--- src/rtl/cgra_lv_pkg.sv ---
// Shared types for the loop-value update path: the op carried from the
// hloop strobes, the FSM state encoding, and the queued request record.
package cgra_lv_pkg;

   localparam int IDX_W = 5;

   typedef enum logic {
      OP_STEP = 1'b0,
      OP_INIT = 1'b1
   } lv_op_t;

   typedef enum logic [1:0] {
      IDLE = 2'd0,
      RD   = 2'd1,
      CALC = 2'd2,
      WR   = 2'd3
   } lv_st_t;

   typedef struct packed {
      lv_op_t           op;
      logic [IDX_W-1:0] idx;
   } lv_req_t;

   // Translate the active-low hloop strobe pair into the op to queue.
   // The result is only meaningful when the trigger is low.
   function automatic lv_op_t decode_op(input logic jmp_init);
      return jmp_init ? OP_STEP : OP_INIT;
   endfunction

endpackage

--- src/rtl/lv_fifo.sv ---
// Small synchronous FIFO of pending loop-value requests. The head entry is
// visible combinationally on pop_data. A push is accepted while full as long
// as a pop happens in the same cycle.
module lv_fifo
   import cgra_lv_pkg::*;
#(
   parameter int DEPTH = 4
) (
   input  logic    Clk,
   input  logic    Reset,
   input  logic    push,
   input  lv_req_t push_data,
   input  logic    pop,
   output lv_req_t pop_data,
   output logic    full,
   output logic    empty
);

   localparam int PTR_W = $clog2(DEPTH);

   lv_req_t          mem [DEPTH];
   logic [PTR_W:0]   wr_ptr;
   logic [PTR_W:0]   rd_ptr;
   logic             do_push;
   logic             do_pop;

   assign empty    = (wr_ptr == rd_ptr);
   assign full     = (wr_ptr[PTR_W] != rd_ptr[PTR_W]) &&
                     (wr_ptr[PTR_W-1:0] == rd_ptr[PTR_W-1:0]);
   assign do_pop   = pop && !empty;
   assign do_push  = push && (!full || do_pop);
   assign pop_data = mem[rd_ptr[PTR_W-1:0]];

   // Pointer update and storage write; the extra pointer bit separates full from empty.
   always_ff @(posedge Clk) begin
      if (Reset) begin
         wr_ptr <= '0;
         rd_ptr <= '0;
      end else begin
         if (do_push) begin
            mem[wr_ptr[PTR_W-1:0]] <= push_data;
            wr_ptr <= wr_ptr + (PTR_W+1)'(1);
         end
         if (do_pop) begin
            rd_ptr <= rd_ptr + (PTR_W+1)'(1);
         end
      end
   end

endmodule

--- src/rtl/loop_val_upd.sv ---
// Loop-value updater: queues ops decoded from the hloop strobes and applies
// them one at a time to the CRF through its shared read/write port.
// INIT reloads the shadow init value; STEP does read, add stride, write back.
// A STEP therefore spends IDLE (pop), RD, CALC and WR in consecutive cycles.
module loop_val_upd
   import cgra_lv_pkg::*;
#(
   parameter int DATA_W   = 32,
   parameter int NUM_LV   = 32,
   parameter int FIFO_DEP = 4
) (
   input  logic              Clk,
   input  logic              Reset,
   input  logic              jmp_trigger,
   input  logic              jmp_init,
   input  logic [4:0]        jmp_index,
   input  logic              cfg_we,
   input  logic [4:0]        cfg_idx,
   input  logic [DATA_W-1:0] cfg_init,
   input  logic [DATA_W-1:0] cfg_stride,
   output logic              crf_rd_en,
   output logic [4:0]        crf_rd_addr,
   input  logic [DATA_W-1:0] crf_rd_data,
   output logic              crf_wr_req,
   output logic [4:0]        crf_wr_addr,
   output logic [DATA_W-1:0] crf_wr_data,
   input  logic              crf_wr_gnt,
   output logic              lv_busy,
   output logic              lv_ovf
);

   lv_st_t            state;
   lv_st_t            next_state;
   logic [DATA_W-1:0] init_tab   [NUM_LV];
   logic [DATA_W-1:0] stride_tab [NUM_LV];
   logic [4:0]        cur_idx;
   logic [DATA_W-1:0] wr_data_q;
   logic              push_req;
   lv_req_t           push_data;
   logic              fifo_pop;
   lv_req_t           fifo_head;
   logic              fifo_full;
   logic              fifo_empty;

   assign push_req     = !jmp_trigger;
   assign push_data.op  = decode_op(jmp_init);
   assign push_data.idx = jmp_index;

   lv_fifo #(
      .DEPTH(FIFO_DEP)
   ) u_fifo (
      .Clk      (Clk),
      .Reset    (Reset),
      .push     (push_req),
      .push_data(push_data),
      .pop      (fifo_pop),
      .pop_data (fifo_head),
      .full     (fifo_full),
      .empty    (fifo_empty)
   );

   // Shadow init/stride tables; a write lands at the edge, so a same-cycle reader sees the old value.
   always_ff @(posedge Clk) begin
      if (Reset) begin
         for (int i = 0; i < NUM_LV; i++) begin
            init_tab[i]   <= '0;
            stride_tab[i] <= '0;
         end
      end else if (cfg_we) begin
         init_tab[cfg_idx]   <= cfg_init;
         stride_tab[cfg_idx] <= cfg_stride;
      end
   end

   // Sticky overflow: a strobe arrived with the queue full and nothing leaving.
   always_ff @(posedge Clk) begin
      if (Reset) begin
         lv_ovf <= 1'b0;
      end else if (push_req && fifo_full && !fifo_pop) begin
         lv_ovf <= 1'b1;
      end
   end

   // Next-state and port strobes; writes are only requested from WR.
   always_comb begin
      next_state = state;
      fifo_pop   = 1'b0;
      crf_rd_en  = 1'b0;
      crf_wr_req = 1'b0;
      case (state)
         IDLE: begin
            if (!fifo_empty) begin
               fifo_pop   = 1'b1;
               next_state = (fifo_head.op == OP_INIT) ? WR : RD;
            end
         end
         RD: begin
            crf_rd_en  = 1'b1;
            next_state = CALC;
         end
         CALC: begin
            next_state = WR;
         end
         WR: begin
            crf_wr_req = 1'b1;
            if (crf_wr_gnt) begin
               next_state = IDLE;
            end
         end
         default: begin
            next_state = IDLE;
         end
      endcase
   end

   // State register plus the captured index and write data for the op in flight.
   always_ff @(posedge Clk) begin
      if (Reset) begin
         state     <= IDLE;
         cur_idx   <= '0;
         wr_data_q <= '0;
      end else begin
         state <= next_state;
         if (fifo_pop) begin
            cur_idx <= fifo_head.idx;
            if (fifo_head.op == OP_INIT) begin
               wr_data_q <= init_tab[fifo_head.idx];
            end
         end
         if (state == CALC) begin
            wr_data_q <= crf_rd_data + stride_tab[cur_idx];
         end
      end
   end

   assign crf_rd_addr = cur_idx;
   assign crf_wr_addr = cur_idx;
   assign crf_wr_data = wr_data_q;
   assign lv_busy     = !fifo_empty || (state != IDLE);

endmodule
--- config.mk ---
export PLATFORM = sky130hd
export DESIGN_NAME = loop_val_upd
export DESIGN_NICKNAME = d
export VERILOG_FILES = /design/src/rtl/cgra_lv_pkg.sv /design/src/rtl/lv_fifo.sv /design/src/rtl/loop_val_upd.sv
export SDC_FILE = /design/constraint.sdc
export NUM_CORES = 2
export LEC_CHECK = 0
export CAP_MARGIN = 10
export CORE_MARGIN = 2
export CORE_UTILIZATION = 55
export CTS_CLUSTER_SIZE = 16
export DETAILED_ROUTE_END_ITERATION = 12
export HOLD_SLACK_MARGIN = 0.15
export PLACE_DENSITY = 0.74
export SYNTH_ARGS = -nofsm -noshare
export SYNTH_HDL_FRONTEND = slang
export SYNTH_HIERARCHICAL = 1
export SYNTH_SLANG_ARGS = --single-unit
--- constraint.sdc ---
create_clock -name Clk -period 4.23 [get_ports Clk]
set_input_delay 0.6345 -clock Clk [delete_from_list [all_inputs] [get_ports Clk]]
set_output_delay 0.6345 -clock Clk [all_outputs]
set_load 0.005 [all_outputs]
Yosys cells after proc, flatten, opt, wreduce, memory -nomap -nowiden
Memories as Yosys holds them, arrays and structs flattened. A register that Yosys moved wholly into a read port is not among the register bits.
Cells that the tools add are included.
Cells by class
  add/sub/neg operators: 3
  eq/ne operators: 8
  muxes and demuxes: 30
  reduce and logical (&&, ||, !) cells: 19
Operators with widths (number)
  $mux 32: 5
  $reduce_or 32->1: 2
  $add 32x32->32: 1
  $mux 5: 4
  $mux 1: 15
  $mux 2: 5
  $pmux 2 s4: 1
  $add 3x1->3 const B: 2
  $reduce_bool 2->1: 3
  $logic_and 1x1->1: 5
  $eq 2x2->1 const B: 2
  $logic_not 1->1: 4
  $ne 2x2->1 const B: 2
  $reduce_and 2->1: 2
  $eq 3x3->1: 1
  $eq 2x1->1 const B: 1
  $eq 2x2->1: 1
  $logic_not 2->1: 1
  $logic_or 1x1->1: 2
  $ne 1x1->1: 1
Word-level totals
  bits in registers: 46
  RAM bits: 2072
  input bits: 112
  output and inout port bits: 46
  word-level logic and storage cells: 69
  memories kept: 3
Memory list
  init_tab: depth 32, width 32, read ports 1, clocked after memory_dff 0, wr ports 32, line loop_val_upd.sv:34  | logic [DATA_W-1:0] init_tab [NUM_LV];
  stride_tab: depth 32, width 32, read ports 1, clocked after memory_dff 1, wr ports 32, line loop_val_upd.sv:35  | logic [DATA_W-1:0] stride_tab [NUM_LV];
  u_fifo.mem: depth 4, width 6, read ports 1, clocked after memory_dff 1, wr ports 1, line lv_fifo.sv:21  | lv_req_t mem [DEPTH];

Longest topological paths before layout
  depth in word-level cells: 9
  gate-level depth with buffers: 17
  depth with buffers taken out: 14

Hierarchy
The synthesis kept the hierarchy.
By module, submodules not included
  loop_val_upd: times used 1, cells an instance 5924, area each 95638.0 um^2, seq. area each 62399.8 um^2
  lv_fifo: times used 1, cells an instance 91, area each 1423.9 um^2, seq. area each 880.8 um^2

Worst setup path after synthesis
No wires, ideal clock.
  path type: register -> register
  from: reg with a tool-made name
  to: reg wr_data_q[29], in the netlist crf_wr_data[29]
  library setup time: 0.062 ns
  arrival: 4.302 ns
  required time: 4.168 ns
  slack: -0.134 ns
  stages on the path, launching flop included: 15
  buffers on the path: 2
  clock period less this slack: 4.364 ns
  path through: dfxtp_1 -> buf_2 -> buf_1 -> mux4_2 -> mux4_2 -> mux2_2 -> ha_1 -> and2_1 -> and3_1 -> a221oi_1 -> a21oi_1 -> o2111ai_1 -> a211oi_1 -> or3_1 -> nand3_1
RTL lines
  end signal: assignment: line loop_val_upd.sv:127  | wr_data_q <= init_tab[fifo_head.idx];
  end signal: assignment: line loop_val_upd.sv:131  | wr_data_q <= crf_rd_data + stride_tab[cur_idx];
  end: declaration: line loop_val_upd.sv:37  | logic [DATA_W-1:0] wr_data_q;

==> metrics.md <==
| Metric | Value |
|---|---|
| Status | `finished with violations` |
| Violated checks | `negative setup slack` |
| Tot GR Track Use | `0.3487` |
| Synth Area per Inst | `16.14 um^2` |
| CP required | `4980 ps` |
| Post-synth EDFFs | `2,072` |
| Vias | `57,530` |
| Post-synthesis mux area share | `0.1583` |
| Final Critical Period | `~4300 ps` |
| Setup violators final | `6` |
| Commonest cells after routing, fill and taps aside | `edfxtp_1 (2,072), and2_1 (2,049), mux4_2 (637)` |
| WL final | `between 300,000 and 400,000 um` |
| I/O Pins | `158` |
| Crit path DAT | `5060 ps` |
| Netlist Area Pre-Place | `97,060 um^2` |
| Die Width | `~420 um` |
| Routed WL per cell | `35.69 um` |
| Initial Util | `0.5523` |
| Async set-or-reset flop fraction in the synthesized netlist | `0` |
| Drt first-iter violations | `11,760` |
| Worst Max-Slew Pin Slew | `1215 ps` |
| Layout cells sized above 1 | `0.2343` |
| Vias per inst | `6.604` |
| Max IR drop VDD | `around 0.00047 V` |
| Synth warn | `6` |
| Syn_nets | `6,169` |
| Clock slew at reported path FFs | `70 ps` |
| Num rows | `154` |
| # fillers | `12,100` |
| Fin nets | `6,303` |
| Pin count of the biggest net entering global routing | `138` |
| I/O Buffers | `157` |
| XOR/XNOR Fraction of Synth Area | `0.002398` |
| Max frequency | `232.1 MHz` |
| Seq/Total Area, Yosys | `0.6520` |
| Initial antenna violation count | `42` |
| Synth Area in Compound Gates | `0.01195` |
| Setup ws final | `-77.74 ps` |
| Synth Instances | `6,015` |
| Seq cells post-synth | `2,125` |
| Max-cap viol count | `0` |
| H-tree levels | `4` |
| Largest family of logic cells by synthesized area | `multiplexers` |
| Routability cong. | `0.9838` |
| Synth Area in Adders | `0.005491` |
| CTS buffer count | `~210` |
| Clock Skew | `52.08 ps` |
| Total core area | `roughly 180,000 um^2` |
| Static leakage | `between 30 and 40 nW` |
| Die area | `179,900 um^2` |
| Post-route DRC violation count | `0` |
| Leading cell type in the layout, fill and taps excluded | `edfxtp_1` |
| CTS max path bufs | `3` |
| Post-Synth Simple-Gate Area | `0.1447` |
| Placement Setup Slack | `-292.5 ps` |
| Max Slew Vio Count | `0` |
| CP Capture Type | `register` |
| Syn-to-layout area delta | `15.20%` |
| WHS | `363.1 ps` |
| Vias in the first global route | `56,620` |
| Final ANT Viol Nets | `0` |
| CP Max Fanout | `5` |
| Fin. Hold Viols | `0` |
| Startpoint types | `register` |
| Worst-Skew Late Latency | `880 ps` |
| CTS tree | `yes` |
| RSZ-0062 raised after global routing | `yes` |
| PD cells | `between 500 and 600 nW/um^2` |
| Top FF cell, synth | `edfxtp_1` |
| Non-Filler Instances | `8,711` |
| Synth area leader | `edfxtp_1` |
| Clk sinks | `2,125` |
| Synth unique cells | `66` |
| Root Buffer | `clkbuf_16` |
| DP HPWL | `164,600 um` |
| DP Cell Count | `a little over 8,000` |
| First-pass DRT Iterations | `6` |
| Synth top area share | `0.6410` |
| Max_slew headroom | `0.1837` |
| Gr ovfl total | `0` |
| First-pass GRT wire length | `approximately 430,000 um` |
| Synth top area cells | `edfxtp_1 (64%), mux4_2 (15%), and2_1 (13%), clkbuf_1 (2.0%), dfxtp_1 (1.1%)` |
| Hold WC Path Type | `in -> reg` |
| Fin crit share | `1.018` |
| Die Ht | `between 400 and 500 um` |
| Crit Path Class | `reg -> reg` |
[worst max-delay path: stages, from the launching register on]
cell	delay (ps)
dfxtp_4	420
buf_12	130
buf_12	110
buf_16	130
buf_6	110
mux4_2	490
mux4_2	460
mux2_4	360
ha_4	280
a2111oi_4	330
o21ai_2	130
nand4b_1	160
buf_4	150
a21oi_4	60
o2111ai_4	270
buf_6	150
a21oi_2	50
or2_0	210
o311ai_1	210
[cell type report]
class / count / area, um^2 / area share
Multi-Input combinational cell: 3266 / 32310 / 0.2889
Inverter: 23 / 86.33 / 0.0007721
Tap cell: 2340 / 2928 / 0.02618
Clock buffer: 283 / 5759 / 0.05150
Antenna cell: 38 / 95.09 / 0.0008504
Timing Repair Buffer: 520 / 6217 / 0.05560
Sequential cell: 2125 / 63300 / 0.5661
Clock inverter: 116 / 1129 / 0.01009
[power by group]
group          switching [W]  internal, W
logic                0.00858      0.00817
registers           0.000767       0.0243
clock network        0.00817       0.0107
total                 0.0175       0.0432
[path summary, 6_finish.rpt]
check                 startpoint                      endpoint  slack, ps  cells after the start
max                     register  crf_wr_data[25]$_SDFFE_PP0P_        -80                     18
min                        Reset           lv_ovf$_SDFFE_PP0P_        360                      3
max reg2reg             register  crf_wr_data[25]$_SDFFE_PP0P_        -80                     18
min reg2reg  lv_ovf$_SDFFE_PP0P_           lv_ovf$_SDFFE_PP0P_        470                      2
[what timing repair did]
action / in CTS / in global routing
buffers inserted: 21 / 17
hold buffers: 0 / 0
gates resized for setup: 73 / 73
gates cloned: 4 / 3
setup endpoints to repair: 19 / 20
pin swaps: 17 / 48
[stage by stage]
| step | util | instance area (um^2) | power, W | setup TNS (ps) |
|---|---|---|---|---|
| after floorplan | - | 97120 | 0.03381 | 0 |
| after global placement | 0.5891 | 103500 | 0.04035 | -3366 |
| after detailed placement | 0.5891 | 103500 | 0.04052 | -3389 |
| after CTS | 0.6323 | 111100 | 0.05979 | -279.7 |
| after global routing | 0.6359 | 111800 | 0.06221 | -1838 |
| final | 0.6363 | 111800 | 0.06075 | -284.1 |
[Yosys cell counts, types with 13 or more instances]
library cell / number
buf_1: 19
dfxtp_1: 53
and2_1: 2053
xnor2_1: 16
mux2i_1: 44
ha_1: 41
edfxtp_1: 2072
nand2_1: 40
clkbuf_1: 521
a21oi_1: 52
a211oi_1: 31
buf_2: 52
nor2_1: 107
o21ai_0: 21
a21o_1: 13
inv_1: 23
mux4_2: 642
or2_2: 33
mux2_2: 33
[state kept, by name, summed over array words and instances (netlist names), named ones only]
signal and flops:
u_fifo/rd_ptr 3, crf_rd_addr 5, init_tab 1024, u_fifo/mem 24, state 2, crf_wr_data 32, u_fifo/wr_ptr 3, lv_ovf 1
stride_tab 1024
[layer usage]
metal  part of all wire  global-route usage
met4              0.065              0.2001
met3               0.14             0.07900
met1               0.33              0.4651
met5            0.00015                   0
met2               0.46              0.5325
[logic make-up (layout without fill, tap and decap cells)]
kind of cell | count (synthesis) | count (layout)
AOI/OAI and AO/OA | 173 | 173
xor gates and xnor gates | 24 | 24
adders and majority gates | 42 | 42
buffers and inverters | 624 | 942
DFF | 2125 | 2125
muxes | 723 | 723
other | 0 | 38
and+or+nand+nor | 2304 | 2304
(Power assumes the default switching activity.)
